==> src/rtl/deadlock_mon_pkg.sv <==
// Shared definitions for the deadlock persistence filter.
//   dl_state_e : filter FSM states (RUN / SUSPECT / DEADLOCK)
//   sat_inc    : saturating increment of a counter of a given bit width
//                (width up to 32)
package deadlock_mon_pkg;

  typedef enum logic [1:0] {
    RUN      = 2'd0,
    SUSPECT  = 2'd1,
    DEADLOCK = 2'd2
  } dl_state_e;

  // Returns value+1, holding at the all-ones value of a 'width'-bit counter.
  function automatic logic [31:0] sat_inc(input logic [31:0] value, input int width);
    logic [31:0] max_val;
    max_val = (width >= 32) ? '1 : ((32'd1 << width) - 32'd1);
    sat_inc = (value >= max_val) ? max_val : value + 32'd1;
  endfunction

endpackage

==> src/rtl/deadlock_lsb_index.sv <==
// Lowest-set-bit encoder.
//   vec : input bit vector (NUM_AXIS bits)
//   idx : index of the lowest set bit of vec; 0 when vec is all zero
module deadlock_lsb_index #(
  parameter int NUM_AXIS = 2,
  parameter int IDX_W    = 1
) (
  input  logic [NUM_AXIS-1:0] vec,
  output logic [IDX_W-1:0]    idx
);

  logic found;

  always_comb begin
    idx   = '0;
    found = 1'b0;
    for (int unsigned i = 0; i < NUM_AXIS; i++) begin
      if (vec[i] && !found) begin
        idx   = IDX_W'(i);
        found = 1'b1;
      end
    end
  end

endmodule

==> src/rtl/deadlock_persist_filter.sv <==
// Debounced, latched deadlock verdict from per-cycle block/idle samples.
// A deadlock is declared once the stall condition has held for THRESH
// consecutive cycles; the blocked stream channels are captured at entry and
// entry/stall statistics are accumulated.
//   kernel_monitor_clock : clock, rising edge
//   kernel_monitor_reset : synchronous, active-low reset
//   axis_block_sigs      : per stream channel blocked flags
//   inst_idle_sigs       : per instance idle flags
//   inst_block_sigs      : per instance blocked flags
//   clear                : synchronous clear of block_events / stall_cycles
//   block                : deadlock verdict (level)
//   block_rise           : one-cycle pulse on deadlock entry
//   blocked_snapshot     : axis_block_sigs captured at entry
//   first_idx            : lowest set index of blocked_snapshot
//   block_events         : saturating count of deadlock entries
//   stall_cycles         : saturating count of cycles spent in DEADLOCK
module deadlock_persist_filter
  import deadlock_mon_pkg::*;
#(
  parameter int NUM_AXIS = 2,
  parameter int NUM_INST = 1,
  parameter int THRESH   = 16,
  parameter int CNT_W    = 16,
  parameter int IDX_W    = (NUM_AXIS > 1) ? $clog2(NUM_AXIS) : 1
) (
  input  logic                kernel_monitor_clock,
  input  logic                kernel_monitor_reset,
  input  logic [NUM_AXIS-1:0] axis_block_sigs,
  input  logic [NUM_INST-1:0] inst_idle_sigs,
  input  logic [NUM_INST-1:0] inst_block_sigs,
  input  logic                clear,
  output logic                block,
  output logic                block_rise,
  output logic [NUM_AXIS-1:0] blocked_snapshot,
  output logic [IDX_W-1:0]    first_idx,
  output logic [CNT_W-1:0]    block_events,
  output logic [CNT_W-1:0]    stall_cycles
);

  localparam int              PCNT_W    = $clog2(THRESH);
  localparam logic [PCNT_W-1:0] PCNT_LAST = PCNT_W'(THRESH - 1);

  dl_state_e             state_q, state_d;
  logic [PCNT_W-1:0]     pcnt_q, pcnt_d;
  logic                  block_q, block_d;
  logic                  block_rise_q, block_rise_d;
  logic [NUM_AXIS-1:0]   snap_q, snap_d;
  logic [IDX_W-1:0]      first_idx_q, first_idx_d;
  logic [CNT_W-1:0]      events_q, events_d;
  logic [CNT_W-1:0]      stall_q, stall_d;

  logic                  stuck;
  logic                  entering;
  logic [IDX_W-1:0]      lsb_idx;
  logic [31:0]           events_inc;
  logic [31:0]           stall_inc;

  assign stuck = (|axis_block_sigs) & (&(inst_idle_sigs | inst_block_sigs));

  deadlock_lsb_index #(
    .NUM_AXIS (NUM_AXIS),
    .IDX_W    (IDX_W)
  ) u_lsb_index (
    .vec (axis_block_sigs),
    .idx (lsb_idx)
  );

  // Next-state and persistence counter.
  always_comb begin
    state_d = state_q;
    pcnt_d  = pcnt_q;
    unique case (state_q)
      RUN: begin
        if (stuck) begin
          state_d = SUSPECT;
          pcnt_d  = PCNT_W'(1);
        end else begin
          pcnt_d  = '0;
        end
      end
      SUSPECT: begin
        if (!stuck) begin
          state_d = RUN;
          pcnt_d  = '0;
        end else if (pcnt_q == PCNT_LAST) begin
          state_d = DEADLOCK;
        end else begin
          pcnt_d  = pcnt_q + PCNT_W'(1);
        end
      end
      DEADLOCK: begin
        if (!stuck) begin
          state_d = RUN;
          pcnt_d  = '0;
        end
      end
      default: begin
        state_d = RUN;
        pcnt_d  = '0;
      end
    endcase
  end

  // Registered outputs, capture and statistics; clear overrides increments.
  always_comb begin
    entering     = (state_q == SUSPECT) && (state_d == DEADLOCK);
    block_d      = (state_d == DEADLOCK);
    block_rise_d = entering;
    snap_d       = entering ? axis_block_sigs : snap_q;
    first_idx_d  = entering ? lsb_idx : first_idx_q;

    events_inc = sat_inc(32'(events_q), CNT_W);
    stall_inc  = sat_inc(32'(stall_q), CNT_W);

    events_d = entering ? events_inc[CNT_W-1:0] : events_q;
    stall_d  = (state_q == DEADLOCK) ? stall_inc[CNT_W-1:0] : stall_q;
    if (clear) begin
      events_d = '0;
      stall_d  = '0;
    end
  end

  always_ff @(posedge kernel_monitor_clock) begin
    if (!kernel_monitor_reset) begin
      state_q      <= RUN;
      pcnt_q       <= '0;
      block_q      <= 1'b0;
      block_rise_q <= 1'b0;
      snap_q       <= '0;
      first_idx_q  <= '0;
      events_q     <= '0;
      stall_q      <= '0;
    end else begin
      state_q      <= state_d;
      pcnt_q       <= pcnt_d;
      block_q      <= block_d;
      block_rise_q <= block_rise_d;
      snap_q       <= snap_d;
      first_idx_q  <= first_idx_d;
      events_q     <= events_d;
      stall_q      <= stall_d;
    end
  end

  assign block            = block_q;
  assign block_rise       = block_rise_q;
  assign blocked_snapshot = snap_q;
  assign first_idx        = first_idx_q;
  assign block_events     = events_q;
  assign stall_cycles     = stall_q;

endmodule
==> config.mk <==
export PLATFORM = sky130hd
export DESIGN_NAME = deadlock_persist_filter
export DESIGN_NICKNAME = d
export VERILOG_FILES = /design/src/rtl/deadlock_mon_pkg.sv /design/src/rtl/deadlock_lsb_index.sv /design/src/rtl/deadlock_persist_filter.sv
export SDC_FILE = /design/constraint.sdc
export NUM_CORES = 1
export LEC_CHECK = 0
export CORE_ASPECT_RATIO = 0.75
export CORE_MARGIN = 8
export CORE_UTILIZATION = 40
export DETAILED_ROUTE_END_ITERATION = 8
export DONT_BUFFER_PORTS = 1
export PLACE_DENSITY = 0.62
export SLEW_MARGIN = 30
export SYNTH_ARGS = -nofsm -noshare
export SYNTH_HDL_FRONTEND = slang
export SYNTH_SLANG_ARGS = --single-unit
==> constraint.sdc <==
create_clock -name kernel_monitor_clock -period 2.2 [get_ports kernel_monitor_clock]
set_input_delay 0.22 -clock kernel_monitor_clock [delete_from_list [all_inputs] [get_ports kernel_monitor_clock]]
set_output_delay 0.22 -clock kernel_monitor_clock [all_outputs]
set_load 0.05 [all_outputs]
* Word level (Yosys, flattened, before mapping)
Cells that the tools add are included.
Word-level totals: flip-flop bits (word level) 43, input bits 7, output and inout port bits 37, word-level logic and storage cells 43
Cells by class: add/subtract/negate cells 3, $lt $le $gt $ge 2, equality and inequality tests 6, muxes and demuxes 14, bitwise gates (word level) 3, reductions and logical operators 7
Operators with widths (number):
- $add 16x1->16 const B | 2
- $ge 16x16->1 const B | 2
- $mux 16 | 2
- $mux 4 | 3
- $pmux 4 s3 | 1
- $mux 2 | 4
- $pmux 2 s3 | 1
- $add 4x1->4 const B | 1
- $eq 2x2->1 const B | 2
- $eq 4x4->1 const B | 1
- $reduce_or 2->1 | 2
- $mux 1 | 3
- $ne 3x3->1 const B | 1
- $eq 2x1->1 const B | 1
- $logic_and 1x1->1 | 2
- $logic_not 2->1 | 1
- $ne 2x2->1 const B | 1
- $reduce_and 2->1 | 1
- $and 1x1->1 | 1
- $logic_not 1->1 | 1
- $not 1->1 | 1
- $or 1x1->1 | 1

* Depth between registers and ports, before layout
Gate-level depths: netlist (run 1).
depth after elaboration 6, mapped depth 7, depth with buffers taken out 5

* Cells and area by module
Synthesis (run 1) repeated with hierarchy kept, for this count alone.
Second synthesis, totals: cell total of the unflattened synthesis 229, area, all modules 2117.0 um^2
By module, submodules not included:
- deadlock_persist_filter | times used 1, cells each 228, area an instance 2103.3 um^2
- deadlock_lsb_index | times used 1, cells each 1, area an instance 13.8 um^2

* Worst setup path after synthesis (run 1)
OpenSTA, ideal clock, no wires.
path type register to register, start register events_q[2] (netlist: block_events[2]), end register events_q[13] (netlist: block_events[13]), library setup time 0.074 ns, arrival 2.086 ns, path slack 0.040 ns, cell stages (with the launch flop) 6, buffers on the path 1, cell sequence dfxtp_1 nand4_1 or4_1 buf_2 or3_1 a31oi_1
Between the ends: word-level cells in the longest chain between the ends 2, elaborated cells on any way between the ends 3
Ends and longest elaborated chain:
- start: declaration | RTL line deadlock_persist_filter.sv:49 | logic [CNT_W-1:0] events_q, events_d;
- start signal: assignment | RTL line deadlock_persist_filter.sv:140 | events_q <= events_d;
- $add 16x1->16 or $ge 16x16->1 (tied branches) | RTL line deadlock_mon_pkg.sv:17 | sat_inc = (value >= max_val) ? max_val : value + 32'd1;
- $mux 16 (*) | RTL line deadlock_mon_pkg.sv:17
Mark *: on every way between the ends. The rest lies on a longest branch, timed or not. A chain may end at the register's enable or synchronous reset.

* Worst setup path in the final report (run 1)
start register pcnt_q[0], end register events_q[10] (netlist: block_events[10])
Between the ends: word-level cells in the longest chain between the ends 6
Ends and longest elaborated chain:
- start: declaration | RTL line deadlock_persist_filter.sv:44 | logic [PCNT_W-1:0] pcnt_q, pcnt_d;
- start signal: assignment | RTL line deadlock_persist_filter.sv:135 | pcnt_q <= pcnt_d;
- $eq 4x4->1 | RTL line deadlock_persist_filter.sv:85 | end else if (pcnt_q == PCNT_LAST) begin
- $mux 2 | RTL line deadlock_persist_filter.sv:85
- $mux 2 | RTL line deadlock_persist_filter.sv:82 | if (!stuck) begin
- $pmux 2 s3 | RTL line deadlock_persist_filter.sv:72 | unique case (state_q)
- $eq 2x2->1 | RTL line deadlock_persist_filter.sv:106 | entering = (state_q == SUSPECT) && (state_d == DEADLOCK);
- $logic_and 1x1->1 | RTL line deadlock_persist_filter.sv:106
No other way between the ends.

==> impl_metrics.toml, run 1 <==
[run_status]
status = "finished clean"

[clock_tree]
cts_buffers = 5
cts_num_sinks = 43
worstSkewPairLatency_ns = 0.30
clock_path_buffers = 2
cts-root-buf = "clkbuf_8"
htree_levels = 2
post-cts-setup-buffers = 0
cts_tree = "yes"
path_clk_slew_ns = 0.08

[global_routing]
grt_pass1_wl_microns = 8720
grt_pass1_vias = 1715
grt.overflow.total = 0
antenna_found_initial = 0
track_usage_pct = 13.9
grt_max_degree = 20

[finish]
final_cell_area_sq_um = 2490
nets = 281
area_delta_synth_final_pct = 20.3
diodes = 0
fillers = 462
layout-drive-gt1-share_pct = 19.9
fin_cells = 331

[timing]
slew_viol_final = 0
fmax_ghz = 0.499
finalWorstPathRequiredPeriod_ns = 2.00
tns_ns = 0
holdWs_ns = 0.0562
fin_crit_sh_pct = 91.1
finalClockSkew_ns = 0.00475
hold_viol = 0
finalSetupViolations = 0
rsz0062_at_grt = "false"
tightest_slew_ns = 0.759
relSlewSlack_pct = 49.4

[detailed_routing]
drc = 0
route.vias.total = 1919
drt_iter0_drc = 145
ant_nets = 0
avgRoutedWirePerCell_microns = 16.3
routed_wl_microns = 5390
route.detailed.vias_per_inst = 5.80
dr.pass1.iters = 4

[synth]
ys.flop_type = "dfxtp_1"
netlist_instances = 235
yosysTopAreaCell = "dfxtp_1"
ys_ff_latch = 43
synth_top_area_share_pct = 41.6
synth-edff-count = 0
yosys_warnings = 0
async_flop_share_pct = 0
synthesis.nets = 245
yosys.cell_count.top_type = "dfxtp_1"
syn_area_per_cell_sq_um = 8.80
synth_common_cells = "dfxtp_1 (43), a21oi_1 (21), nand2_1 (14)"
synth_cell_types = 42
ys_seq_area_share_pct = 41.6
synthTopCellsByArea = "dfxtp_1 (42%), a21oi_1 (5.1%), a31oi_1 (3.9%)"
syn_area_sq_um = 2070

[place]
postPlaceCellArea_sq_um = 2380
place_congestion = 0.830
hpwl_microns = 3970
portBuffers = 0
place_inst = 323

[floorplanning]
dieWidth_microns = 99.0
fp.dieH_microns = 78.3
die-area_sq_um = 7750
core_region_area_sq_um = 4930
io_pins = 44
num_rows = 22
start_util_pct = 42.0

[setup_path]
max_stage_delay_ns = 0.63
slowest_stage = "or4_1"
r2r_slack_ns = 0.20
critical_path.top_delay_family = "simple AND/OR/NAND/NOR gates"
reg2reg_depth = 5
critPathLaunchType = "flop"
cp-end-kind = "flop"
cp.arrival_ns = 2.22
path_max_fanout = 6
required_ns = 2.42
r2r_end = "block_events[10]"
timing.rr.start = "pcnt_q[0]"
crit_type = "flop to flop"
crit_path_cell_trace = "ha_2 > nand3_1 > or4_1 > or3_1 > a31oi_1"
crit_buf_inv = 0

[run]
maxCapViolCount = 0

[power_and_ir_drop]
power_w = 0.00134
p_seq_share_pct = 58.5
powerDensity_nw_per_um2 = 539
comb_power_share_pct = 3.2
ir_drop_mv = 0.328
p_sw_w = 0.000299
cellLeakagePower_nw = 0.864
intPower_w = 0.00104
swShare_pct = 22.3
clockPowerShare_pct = 38.3

[min_path]
hold_start = "kernel_monitor_reset"
holdPathStages = 2
min_path_type = "primary input to flop"
hold_end = "first_idx"
[power groups by stage]
stage	registers [W]	clock network, W	logic (W)
2_1_floorplan	0.000800	0	0.0000304
3_3_place_gp	0.000802	0	0.0000402
3_5_place_dp	0.000802	0	0.0000404
4_1_cts	0.000783	0.000527	0.0000422
5_1_grt	0.000784	0.000560	0.0000473
6_report	0.000783	0.000513	0.0000434
[sequential cells by signal (all words and copies together) (netlist names)]
name / cells
block_events: 16
state_q: 2
block: 1
stall_cycles: 16
blocked_snapshot: 2
block_rise: 1
pcnt_q: 4
first_idx: 1
[final cells by class]
cell class / instances / area [sq um] / share of cell area [%]
timing repair buffer: 40 / 303 / 12.2
multi-input combinational: 175 / 1140 / 45.8
clock buffer: 6 / 82.6 / 3.32
tap: 60 / 75.1 / 3.02
sequential: 43 / 861 / 34.6
inverter: 6 / 22.5 / 0.905
clock inverter: 1 / 5.00 / 0.201
[per-layer routing]
layer,track usage [%],routed length (microns),vias up
li1,-,-,966
met1,19.0,2700,886
met2,19.7,2150,58
met3,4.49,457,9
met4,5.50,78,0
met5,0,0,-
[through the flow]
step / worst slack [ns] / utilization (%)
6_report: 0.195 / 50.5
4_1_cts: 0.0605 / 50.4
5_1_grt: 0.0585 / 50.5
3_5_place_dp: 0.0780 / 48.4
3_3_place_gp: 0.139 / 48.4
2_1_floorplan: 0.0403 / -
[worst max path at each step]
stage	from	endpoint	slack, ns	depth (start not counted)
floorplan	block_events[2]	block_events[13]	0.04	5
global placement	pcnt_q[0]	block_events[9]	0.14	5
detailed placement	pcnt_q[0]	block_events[13]	0.08	5
CTS	pcnt_q[0]	block_events[13]	0.06	5
global route	pcnt_q[0]	block_events[8]	0.06	5
finish	pcnt_q[0]	block_events[10]	0.20	5
[repair_timing]
| action | 4_1_cts | 5_1_grt |
|---|---|---|
| setup endpoints to repair | 0 | 6 |
| hold buffers | 1 | 0 |
| gates resized for setup | 0 | 2 |
| hold endpoints to repair | 1 | 0 |
[placed cells by master, fill, tap and decap left out, types with 2 or more instances in the layout]
master    count
nand4b_1      3
nand3_1       7
nor2_1       11
xnor2_1       8
nand3b_1      2
o21ai_0       8
nor3_1        8
ha_1          2
or3_1         9
clkbuf_8      6
nor4_1        8
or2_2         2
nand4_1       8
mux2i_1       5
xor2_1        6
nand2_1      14
inv_1         5
and4_1        5
or4_1         3
nand2b_1      3
o31ai_1       3
o211a_1       2
nor2b_1       2
a21oi_1      21
a311oi_1      2
a211oi_1      5
and3_2        2
dfxtp_1      43
buf_4        39
a31oi_1      13
and3_1        2
[cell families after synthesis]
family / after synthesis / share of synthesized area [%]
AND/OR/NAND/NOR: 96 / 27.8
XOR/XNOR: 14 / 5.93
multiplexers: 5 / 2.42
adder cells (fa/ha/maj): 3 / 1.82
flip-flops: 43 / 41.6
buffers and inverters: 17 / 3.63
AO/OA/AOI/OAI: 57 / 16.8
No activity file was read; power rests on OpenSTA's default activity.
==> run 2: changes to the inputs <==
- GPL_TIMING_DRIVEN: default -> 0
==> impl_metrics.toml, run 2 (synthesis gave the netlist of run 1 again) <==
[place]
place_congestion = 0.817
hpwl_microns = 3930
place_inst = 295
portBuffers = 0

[finish]
area_delta_synth_final_pct = 12.8
nets = 256
fillers = 468
diodes = 0
layout-drive-gt1-share_pct = 16.2
final_cell_mix = "dfxtp_1 (30), a21oi_1 (21), nand2_1 (14)"
final_common_cell = "dfxtp_1"
fin_cells = 307
seq_area_sq_um = 885
multi_input_area_sq_um = 1160

[timing]
hold_viol = 0
slew_viol_final = 0
fmax_ghz = 0.482
finalWorstPathRequiredPeriod_ns = 2.08
finalClockSkew_ns = 0.00833
relSlewSlack_pct = 52.3
finalSetupViolations = 0
fin_crit_sh_pct = 94.4
tightest_slew_ns = 0.715
tns_ns = 0
rsz0062_at_grt = "false"

[global_routing]
grt_max_degree = 14
grt.overflow.total = 0
track_usage_pct = 14.1
antenna_found_initial = 0
grt_pass1_vias = 1709
grt_pass1_wl_microns = 8800

[setup_path]
critical_path.top_delay_family = "simple AND/OR/NAND/NOR gates"
cp-end-kind = "flop"
crit_path_cell_trace = "and4_1 > nand2_1 > or3_1 > buf_2 > a21oi_1"
cp.arrival_ns = 2.30
critPathLaunchType = "flop"
path_max_fanout = 10
required_ns = 2.42
slowest_stage = "dfxtp_1"
crit_buf_inv = 1
max_stage_delay_ns = 0.74
crit_type = "flop to flop"

[floorplanning]
core_region_area_sq_um = 4930
dieWidth_microns = 99.0
die-area_sq_um = 7750
start_util_pct = 42.0
fp.dieH_microns = 78.3
num_rows = 22
io_pins = 44

[detailed_routing]
ant_nets = 0
drt_iter0_drc = 108
route.detailed.vias_per_inst = 6.06
routed_wl_microns = 5370
dr.pass1.iters = 4
drc = 0
avgRoutedWirePerCell_microns = 17.5
route.vias.total = 1861

[clock_tree]
worstSkewPairLatency_ns = 0.30
path_clk_slew_ns = 0.09
cts_tree = "yes"
cts_buffers = 5
clock_path_buffers = 2
htree_levels = 2
cts-root-buf = "clkbuf_8"
cts_num_sinks = 43

[power_and_ir_drop]
powerDensity_nw_per_um2 = 597
cellLeakagePower_nw = 0.707
ir_drop_mv = 0.353

[min_path]
min_path_type = "primary input to flop"

[run]
maxCapViolCount = 0

[run_status]
status = "finished clean"
-- run 2: cell type report --
cell class                      instances  share of cell area [%]
Sequential cell                        43                    37.9
Inverter                                6                   0.966
Buffer                                 10                    2.09
Clock buffer                            7                    4.13
Clock inverter                          1                   0.322
Tap cell                               60                    3.22
Timing Repair Buffer                    5                    1.72
Multi-Input combinational cell        175                    49.6
-- run 2: what timing repair did --
| action | CTS | global route |
|---|---|---|
| endpoints found under the hold margin | 1 | 0 |
| hold buffers | 1 | 0 |
| setup buffers | 2 | 2 |
| pin swaps | 1 | 1 |
| resized for setup | 11 | 10 |
| endpoints found under the setup margin | 27 | 20 |
-- run 2: worst paths after layout --
check / from / to / slack (ns) / cells past startpoint
min reg2reg: pcnt_q[1] / pcnt_q[1] / 0.53 / 2
max reg2reg: stall_cycles[8] / stall_cycles[5] / 0.12 / 5
min: kernel_monitor_reset / first_idx / 0.06 / 2
max: stall_cycles[8] / stall_cycles[5] / 0.12 / 5
-- run 2: worst register-to-register path: cells and delay by family, from the launching register on --
kind	cells	cell delay (ns)
DFF	1	0.74
and+or+nand+nor	3	0.89
buffers and inverters	1	0.21
AOI/OAI and AO/OA	1	0.15
-- run 2: routing by layer --
metal / share of wire [%] / up-vias / GRT usage, % / routed length, microns
li1: - / 921 / - / -
met1: 49 / 872 / 18.7 / 2620
met2: 41 / 58 / 19.9 / 2180
met3: 9.0 / 10 / 5.29 / 486
met4: 1.7 / 0 / 6.11 / 90
met5: 0 / - / 0 / 0
-- run 2: report_power, final --
part / switching, W / internal (W) / total (W)
clock: 0.000282 / 0.000286 / 0.000568
sequential: 0.00000286 / 0.000777 / 0.000779
combinational: 0.0000311 / 0.0000135 / 0.0000446
-- run 2: stage by stage --
stage	power [W]	hold WS [ns]	instance area [sq um]	util [%]	setup WS, ns
after detailed placement	0.000843	0.317	2140	43.5	-0.273
after global routing	0.00145	0.0731	2330	47.3	0.00113
after CTS	0.00141	0.0475	2290	46.4	0.0275
after global placement	0.000842	0.312	2140	43.5	-0.240
after floorplan	0.000831	0.309	2070	-	0.0403
final	0.00139	0.0557	2330	47.3	0.124
